File: src/rtl/si_mac_acc.sv
// si_mac_acc: accumulates N_INPUTS signed products plus bias, saturates to DATA_W bits, valid/ready on both sides.
// Optional build macro SI_MAC_ACC_RELU_EN clamps negative saturated results to zero.
module si_mac_acc #(
    parameter int DATA_W   = 8,
    parameter int N_INPUTS = 4,
    parameter int ACC_W    = 16
) (
    input  logic              clk,
    input  logic              rst_n,
    input  logic              clear,
    input  logic [DATA_W-1:0] product,
    input  logic              in_valid,
    output logic              in_ready,
    input  logic [DATA_W-1:0] bias,
    output logic [DATA_W-1:0] y,
    output logic              out_valid,
    input  logic              out_ready,
    output logic [7:0]        count
);
    typedef enum logic {ACCUM, OUTPUT} state_t;
    state_t state, state_n;
    logic [ACC_W-1:0] acc, acc_n, acc_add;
    logic [7:0] count_n;
    logic [DATA_W-1:0] y_n, sat, res;
    logic out_valid_n, accept, last, fits;
    logic [ACC_W:0] sum;
    logic [ACC_W-DATA_W+1:0] hi;
    assign in_ready = rst_n && !clear && state == ACCUM;
    assign accept   = in_valid && in_ready;
    assign last     = count == 8'(N_INPUTS - 1);
    assign acc_add  = acc + {{(ACC_W-DATA_W){product[DATA_W-1]}}, product};
    // One extra bit keeps the final bias addition exact before saturation.
    assign sum = {acc[ACC_W-1], acc}
               + {{(ACC_W+1-DATA_W){product[DATA_W-1]}}, product}
               + {{(ACC_W+1-DATA_W){bias[DATA_W-1]}}, bias};
    assign hi   = sum[ACC_W:DATA_W-1];
    assign fits = (&hi) | ~(|hi);
    assign sat  = fits ? sum[DATA_W-1:0] : {sum[ACC_W], {(DATA_W-1){~sum[ACC_W]}}};
`ifdef SI_MAC_ACC_RELU_EN
    assign res = sat[DATA_W-1] ? '0 : sat;
`else
    assign res = sat;
`endif
    always_comb begin
        state_n     = state;
        acc_n       = acc;
        count_n     = count;
        y_n         = y;
        out_valid_n = out_valid;
        if (clear) begin
            state_n     = ACCUM;
            acc_n       = '0;
            count_n     = '0;
            out_valid_n = 1'b0;
        end else if (state == OUTPUT) begin
            if (out_ready) begin
                out_valid_n = 1'b0;
                state_n     = ACCUM;
            end
        end else if (accept) begin
            if (last) begin
                y_n         = res;
                out_valid_n = 1'b1;
                state_n     = OUTPUT;
                acc_n       = '0;
                count_n     = '0;
            end else begin
                acc_n   = acc_add;
                count_n = count + 8'd1;
            end
        end
    end
    always_ff @(posedge clk or negedge rst_n) begin
        if (!rst_n) begin
            state     <= ACCUM;
            acc       <= '0;
            count     <= '0;
            y         <= '0;
            out_valid <= 1'b0;
        end else begin
            state     <= state_n;
            acc       <= acc_n;
            count     <= count_n;
            y         <= y_n;
            out_valid <= out_valid_n;
        end
    end
endmodule

File: config.mk
export PLATFORM = sky130hd
export DESIGN_NAME = si_mac_acc
export DESIGN_NICKNAME = d
export VERILOG_FILES = /design/src/rtl/si_mac_acc.sv
export SDC_FILE = /design/constraint.sdc
export NUM_CORES = 1
export LEC_CHECK = 0
export CAP_MARGIN = 20
export CELL_PAD_IN_SITES_DETAIL_PLACEMENT = 0
export CELL_PAD_IN_SITES_GLOBAL_PLACEMENT = 2
export CORE_ASPECT_RATIO = 0.5
export CORE_MARGIN = 3
export CORE_UTILIZATION = 39
export DETAILED_ROUTE_END_ITERATION = 8
export PLACE_DENSITY = 0.88
export SLEW_MARGIN = 15
export SYNTH_ARGS = -nofsm -noshare
export SYNTH_HDL_FRONTEND = slang
export SYNTH_SLANG_ARGS = --single-unit
File: constraint.sdc
create_clock -name clk -period 8.3 [get_ports clk]
set_input_delay 0.83 -clock clk [delete_from_list [all_inputs] [get_ports clk]]
set_output_delay 0.83 -clock clk [all_outputs]
set_load 0.02 [all_outputs]
* Word-level counts from Yosys, hierarchy flattened
Index checks and enable logic that the tools add are counted.
** Word-level totals
- Bits in registers :: 34
- Input port bits :: 21
- Output and inout bits :: 18
- Word-level logic and storage cells :: 48
** Cells by class
- $add $sub $neg :: 4
- Eq/ne operators :: 3
- Muxes and demuxes :: 19
- Bitwise logic cells :: 5
- Reductions and logical operators :: 12
** Operator list (count)
- 16-bit 2-to-1 mux :: 4
- 8-bit 2-to-1 mux :: 5
- 16-bit by 8-bit adder with 17-bit output :: 1
- 17-bit adder :: 1
- 16-bit adder :: 1
- 1-bit 2-to-1 mux :: 10
- 10-bit AND reduction :: 1
- 10-bit OR reduction :: 1
- 8-bit by 1-bit adder with 8-bit output, second input constant :: 1
- 8-bit by 2-bit equality test with 1-bit output, second input constant :: 1
- 3-bit nonzero test :: 2
- 1-bit inverter :: 4
- 4-bit AND reduction :: 1
- 1-bit logical AND :: 3
- 3-bit != test, second input constant :: 1
- 3-bit AND reduction :: 1
- 2-bit != test, second input constant :: 1
- 2-bit AND reduction :: 1
- 2-bit nonzero test :: 1
- 1-bit zero test :: 1
- 1-bit OR :: 1

* Depth between registers and ports, before layout
Gate-level depths: netlist of run 1.
- Word-level depth :: 7
- Depth in mapped cells :: 14
- Depth with buffers taken out :: 14

* Least setup slack after synthesis of run 1
No wires, ideal clock.
- Kind :: input port to flip-flop
- From :: input product[1]
- To :: register y[3]
- Setup time :: 153 ps
- Arrival :: 3568 ps
- Required time :: 8147 ps
- Slack :: 4578 ps
- Stages on the path :: 12
- Buffers on the path :: 0
- Cell sequence :: fa_1 ha_1 inv_1 fa_1 nor2b_1 o31a_1 a31oi_1 a21oi_1 or4_1 nand3_1 o41ai_4 o311ai_1
** Between the ends
- Longest elaborated chain between the ends :: 6
- Elaborated cells on any way between the ends :: 8
- Those cells by class :: add/sub: 2; mux: 1; bitwise: 3; reduce/logical: 2
** Ends and longest elaborated chain
- start, declared :: RTL line 11 : input logic [DATA_W-1:0] product,
- 16-bit by 8-bit adder with 17-bit output (*) :: RTL line 34 : + {{(ACC_W+1-DATA_W){product[DATA_W-1]}}, product}
- 17-bit adder (*) :: RTL line 35 : + {{(ACC_W+1-DATA_W){bias[DATA_W-1]}}, bias};
- 10-bit OR reduction :: RTL line 37 : assign fits = (&hi) | ~(|hi);
- 1-bit inverter :: RTL line 37
- 1-bit OR :: RTL line 37
- 8-bit 2-to-1 mux (*) :: RTL line 38 : assign sat = fits ? sum[DATA_W-1:0] : {sum[ACC_W], {(DATA_W-1){~sum[ACC_W]}}};
- end signal, assigned :: RTL line 84 : y <= y_n;
- end, declared :: RTL line 15 : output logic [DATA_W-1:0] y,
Mark *: on every way between the ends. The rest lies on a longest branch, timed or not.
A chain may end at the register's enable or synchronous reset.

* Worst setup path in the final report of run 1
- From :: input bias[7]
- To :: register y[4]
** Between the ends
- Longest elaborated chain between the ends :: 5
- Elaborated cells on any way between the ends :: 7
- Those cells by class :: add/sub: 1; mux: 1; bitwise: 3; reduce/logical: 2
** Ends and longest elaborated chain
- start, declared :: RTL line 14 : input logic [DATA_W-1:0] bias,
- 17-bit adder (*) :: RTL line 35
- 10-bit OR reduction :: RTL line 37
- 1-bit inverter :: RTL line 37
- 1-bit OR :: RTL line 37
- 8-bit 2-to-1 mux (*) :: RTL line 38
Marked as above.

==> results of run 1 <==
==> power breakdown <==
group	switching [uW]	internal, uW	leakage [uW]
Sequential	9.90	175	0.000467
Combinational	163	124	0.00115
Clock	79.1	173	0.0000940
==> cell usage after synthesis (4+ instances only) <==
cell type,n,area [um^2]
and3_1,5,31.3
a21o_1,9,67.6
xnor2_1,6,52.6
o21ai_0,22,110
a31oi_1,5,31.3
nor3_1,7,35.0
o21a_1,8,60.1
and2_1,4,25.0
a22o_1,4,35.0
nand4_1,4,25.0
a211oi_1,6,45.0
nand2b_1,6,37.5
inv_1,13,48.8
nand3_1,7,35.0
xor2_1,16,140
o211ai_1,5,37.5
nand2_1,30,113
nor2_1,18,67.6
clkbuf_1,5,18.8
dfrtp_1,34,851
fa_1,18,360
o31ai_1,5,37.5
ha_1,31,388
a21oi_1,16,80.1
==> path summary, 6_finish.rpt <==
path,start,to,slack [ns]
worst min register to register,state,out_valid,0.50
worst min-delay path,state,out_valid,0.50
max in group asynchronous,rst_n,y[4],7.00
min in group asynchronous,rst_n,count[0],0.96
worst max-delay path,bias[7],y[4],3.85
worst max register to register,acc[1],y[4],4.58
==> flip-flops by register name (all words and copies together), names as in the netlist <==
register	flops
out_valid	1
acc	16
count	8
y	8
state	1
==> through the flow <==
step / power [uW] / cells / worst slack, ns / hold slack (ns)
floorplan: 393 / 332 / 4.58 / 0.466
global placement: 461 / 474 / 3.37 / 0.475
detailed placement: 471 / 474 / 3.20 / 0.495
CTS: 727 / 482 / 3.48 / 0.503
global route: 771 / 483 / 3.61 / 0.521
finish: 723 / 483 / 3.85 / 0.499
==> cell families (layout without fill, tap and decap cells) <==
group	after synthesis	count (layout)	share of synthesized area
compound gates	104	104	0.235
simple gates	101	101	0.169
xor+xnor	23	23	0.0655
flops	34	34	0.267
buf+inv	19	62	0.0227
mux	2	2	0.00667
fa+ha+maj	49	49	0.235
==> worst max-delay path: cells and delay by family <==
family,cells,cell delay [ns]
and+or+nand+nor,1,0.18
buffers and inverters,1,0.85
adders and majority gates,2,0.90
AOI/OAI and AO/OA,7,1.82
==> final cells by class <==
cell class / instances / share of cell area
multi-input combinational: 279 / 0.580
sequential: 34 / 0.218
timing repair buffer: 41 / 0.105
tap: 108 / 0.0346
clock buffer: 5 / 0.0320
clock inverter: 3 / 0.0176
inverter: 13 / 0.0125
==> layer usage <==
layer	global-route usage	vias to the layer above	routed length, um
li1	-	1318	-
met1	0.255	1278	4120
met2	0.255	43	3440
met3	0.0374	5	282
met4	0.0433	0	55
met5	0	-	0
==> cells in the final DEF (no fill, tap or decap), types with 3 or more instances in the layout <==
master	count
and3_1	5
xnor2_1	6
o21ai_0	22
a31oi_1	5
nand2b_1	6
nor2_1	18
o21a_1	8
clkbuf_16	5
clkdlybuf4s50_1	38
nor3_1	7
ha_1	31
a211oi_1	6
inv_1	13
xor2_1	16
or2_2	3
nor2b_1	3
dfrtp_1	34
nand3_1	7
o311ai_1	3
nand2_1	30
o211ai_1	5
and2_1	4
a22o_1	4
a21oi_1	16
a21o_1	9
fa_1	18
nand4_1	4
o31ai_1	5
==> impl_metrics.yaml, run 1 <==
clock_network:
  cts_setup_buffers: 0
  htreeDepth: 2
  cts.hold.buffers_added: 0
  post_cts_resized: 0
  path_clk_slew_ns: 0.06
  cts_made_buffers: 5
  clockRootBuffer: "clkbuf_16"
  cts_sinks: 34
  cts_tree: "done"
  clkLatencyLatePin_ns: 0.28
  clk_path_buf_depth: 2
sta:
  skew_ns: 0.00468
  worst_pin_slew_ns: 0.591
  tns_ns: 0
  min_period_over_period: 0.536
  final_hold_viol_count: 0
  fmax_mhz: 225
  slew_viol_final: 0
  rsz0062_at_grt: "false"
  period_needed_ns: 4.45
  max-slew-margin-rel: 0.605
  setup_viol_count_final: 0
drt:
  viasPerCell: 5.47
  wire_per_inst_um: 16.4
  drc: 0
  drt-initial-drc-count: 76
  final_antenna_net_count: 0
  firstDrtPassIters: 4
  wl_um: 7900
  via_count: 2644
grt:
  grt_use_total: 0.173
  grt_max_degree: 36
  grt_pass1_vias: 2645
  grt_pass1_wl_um: 13100
  grt.overflow.total: 0
  antenna_found_initial: 0
critical_path:
  worstPathMaxFanout: 9
  cp.required_ns: 8.43
  crit_path_max_incr_delay_ns: 0.85
  cp_data_arrival_time_ns: 4.59
  cp_cell_sequence: "clkdlybuf4s50_1 > fa_1 > ha_1 > a21o_1 > a21o_1 > a2111oi_2 > a211oi_1 > a211oi_1 > nor2_1 > a41oi_4 > o311ai_1"
  cp-start-kind: "input pin"
  cp-end-kind: "flop"
  worstSetupPathType: "in2reg"
  slowest_stage: "clkdlybuf4s50_1"
  r2r_cells: 12
die:
  die_h_um: 70.0
  initial_core_util: 0.418
  die_w_um: 134
  rows: 22
  io_pins: 39
  die-area_mm2: 0.00937
  core_mm2: 0.00762
worst_hold_path:
  hold_path_depth: 1
  hold_path_class: "reg2reg"
run_status:
  status: "complete, no violations"
logic_synthesis:
  yosysSeqAreaShare: 0.267
  ys_seq_elements: 34
  synth_edf_count: 0
  syn_nets: 402
  yosys_warnings: 0
  syn_area_mm2: 0.00319
  async_flop_share: 1.00
  ys.flop_type: "dfrtp_1"
  synth_cell_types: 60
  synthCells: 332
  syn_area_per_cell_um2: 9.61
cells_and_area:
  drive_above_1_share: 0.0613
  multi_input_area_mm2: 0.00227
  design_area_mm2: 0.00391
  fill_cells: 734
  final_util: 0.512
  fin_nets: 444
  final-seq-area_um2: 851
  areaGrowthSynthToFinish_pct: 22.4
  diodes: 0
place:
  gp_congestion: 0.862
  port_buffers: 38
  place_area_mm2: 0.00370
  detailed_place_hpwl_um: 6120
power_and_ir_drop:
  ir_drop_mv: 0.0914
  pwr_density_cell_mw_per_mm2: 185
  power.leakage_uw: 0.00172
flow_run:
  cap_violations: 0
Power figures use the tool's default switching activity.
==> inputs of run 2 (changes only) <==
- CORE_UTILIZATION: 39 -> 32
- PLACE_DENSITY: 0.88 -> 0.77
- clock period: 8.3 -> 3.8 ns (I/O delays scaled with it)
==> run 2 against run 1 <==
Cell count grew 9.1%. Critical endpoint is now y[5]. Power grew 120%. Flip-flop and latch count is the same. Sequential share of layout area shrank 0.85 points. Worst setup slack lost 3.7 ns. First-iteration DRC count grew 150%. Via count grew 3.4%. Utilization shrank 8.8 points. Non-clock buffer count grew 17. Highest routed layer unchanged. Largest cell class unchanged. Largest power group unchanged.
==> impl_metrics.yaml, run 2 (same netlist as run 1, synthesis figures left out) <==
run_status:
  status: "complete, no violations"
critical_path:
  r2r_cells: 14
  r2r_end: "y[5]"
  endpoint: "y[5]"
  r2r-start: "acc[1]"
  worstSetupPathType: "in2reg"
  r2r_slack_ns: 0.39
  worstPathMaxFanout: 7
  cp-start-kind: "input pin"
  cp_data_arrival_time_ns: 3.78
  cp-end-kind: "flop"
  cp.required_ns: 3.95
  crit_start: "bias[7]"
worst_hold_path:
  hold_start: "y[4]"
  hold_path_class: "reg2reg"
power_and_ir_drop:
  intPower_uw: 1060
  pwr_density_cell_mw_per_mm2: 396
  power.leakage_uw: 0.00181
  ir_drop_mv: 0.189
  p_comb_frac: 0.406
  swShare: 0.343
  seq_power_share: 0.251
  p_clk_frac: 0.344
  power_switching_uw: 552
place:
  gp_congestion: 0.789
  detailed_place_hpwl_um: 6480
  port_buffers: 38
die:
  io_pins: 39
  die_h_um: 76.6
  die_w_um: 147
  initial_core_util: 0.333
  die-area_mm2: 0.0113
  rows: 25
  core_mm2: 0.00957
sta:
  max-slew-margin-rel: 0.649
  period_needed_ns: 3.63
  tns_ns: 0
  skew_ns: 0.00708
  fmax_mhz: 276
  slew_viol_final: 0
  setup_viol_count_final: 0
  rsz0062_at_grt: "false"
  hold_slack_ns: 0.500
  min_period_over_period: 0.954
  worst_pin_slew_ns: 0.522
  final_hold_viol_count: 0
cells_and_area:
  fill_cells: 956
  top_regs: "acc: 16 flops, count: 8 flops, y: 8 flops"
  areaGrowthSynthToFinish_pct: 27.4
  layout.cells.most_common_list: "clkdlybuf4s50_1 (37), dfrtp_1 (34), ha_1 (31), nand2_1 (30), o21ai_0 (22)"
  top_register: "acc"
  drive_above_1_share: 0.105
  fin_nets: 461
  final_common_cell: "clkdlybuf4s50_1"
  largest_reg_flops: 16
  diodes: 0
grt:
  grt.overflow.total: 0
  antenna_found_initial: 1
  grt_pass1_vias: 2799
  grt_pass1_wl_um: 14000
  grt_max_degree: 35
  grt_use_total: 0.153
clock_network:
  htreeDepth: 2
  path_clk_slew_ns: 0.06
  cts_made_buffers: 5
  cts_sinks: 34
  cts_tree: "done"
  clk_path_buf_depth: 2
  clockRootBuffer: "clkbuf_16"
  clkLatencyLatePin_ns: 0.29
drt:
  via_count: 2735
  drc: 0
  wire_per_inst_um: 15.7
  final_antenna_net_count: 0
  drt-initial-drc-count: 188
  firstDrtPassIters: 4
  wl_um: 8260
  viasPerCell: 5.19
flow_run:
  cap_violations: 0
==> run 2: worst min path at each step <==
stage / slack [ns] / cells past startpoint / endpoint
2_1_floorplan: 0.08 / 0 / acc[0]
4_1_cts: 0.51 / 2 / y[3]
6_report: 0.50 / 2 / y[4]
3_3_place_gp: 0.48 / 1 / out_valid
3_5_place_dp: 0.49 / 2 / y[3]
5_1_grt: 0.52 / 2 / y[3]
==> run 2: through the flow <==
stage	setup slack, ns	total power, uW	utilization	area (um^2)	instances
after global placement	-0.0664	1050	0.403	3860	518
final	0.175	1610	0.425	4070	527
after CTS	0.0983	1630	0.423	4050	526
after global routing	0.00116	1720	0.425	4070	527
after detailed placement	-0.196	1060	0.403	3860	518
after floorplan	0.528	859	-	3190	332
==> run 2: worst max-delay path: stages <==
cell	delay (ns)
clkdlybuf4s50_1	0.54
buf_4	0.21
fa_1	0.41
ha_1	0.31
and3_1	0.21
nand3_1	0.09
or3_1	0.45
a21o_1	0.23
a211oi_1	0.31
nor2_1	0.14
buf_4	0.17
o41ai_4	0.04
buf_4	0.19
o311ai_1	0.10
==> run 2: what timing repair did <==
item | CTS | global route
hold endpoints to repair | 0 | 0
gates resized for setup | 0 | 2
setup endpoints to repair | 0 | 7
hold buffers | 0 | 0
buffers inserted | 0 | 1
==> run 2: cell type report <==
type | instances | area [um^2] | share of cell area
Inverter | 13 | 48.8 | 0.0120
Clock inverter | 3 | 68.8 | 0.0169
Clock buffer | 5 | 125 | 0.0308
Tap cell | 135 | 169 | 0.0416
Sequential cell | 34 | 851 | 0.209
Timing Repair Buffer | 58 | 533 | 0.131
Multi-Input combinational cell | 279 | 2270 | 0.558
==> run 2: power by group through the flow <==
stage,Sequential (uW),Combinational (uW),Clock (uW)
detailed placement,411,651,0
global route,408,729,583
finish,404,653,554
CTS,404,656,569
floorplan,409,450,0
global placement,409,641,0
==> run 2: metal layers <==
layer,global-route usage,part of all wire,vias up
met3,0.0392,0.046,6
met5,0,0,-
met2,0.234,0.43,45
li1,-,-,1353
met4,0.0335,0.0096,0
met1,0.219,0.51,1331
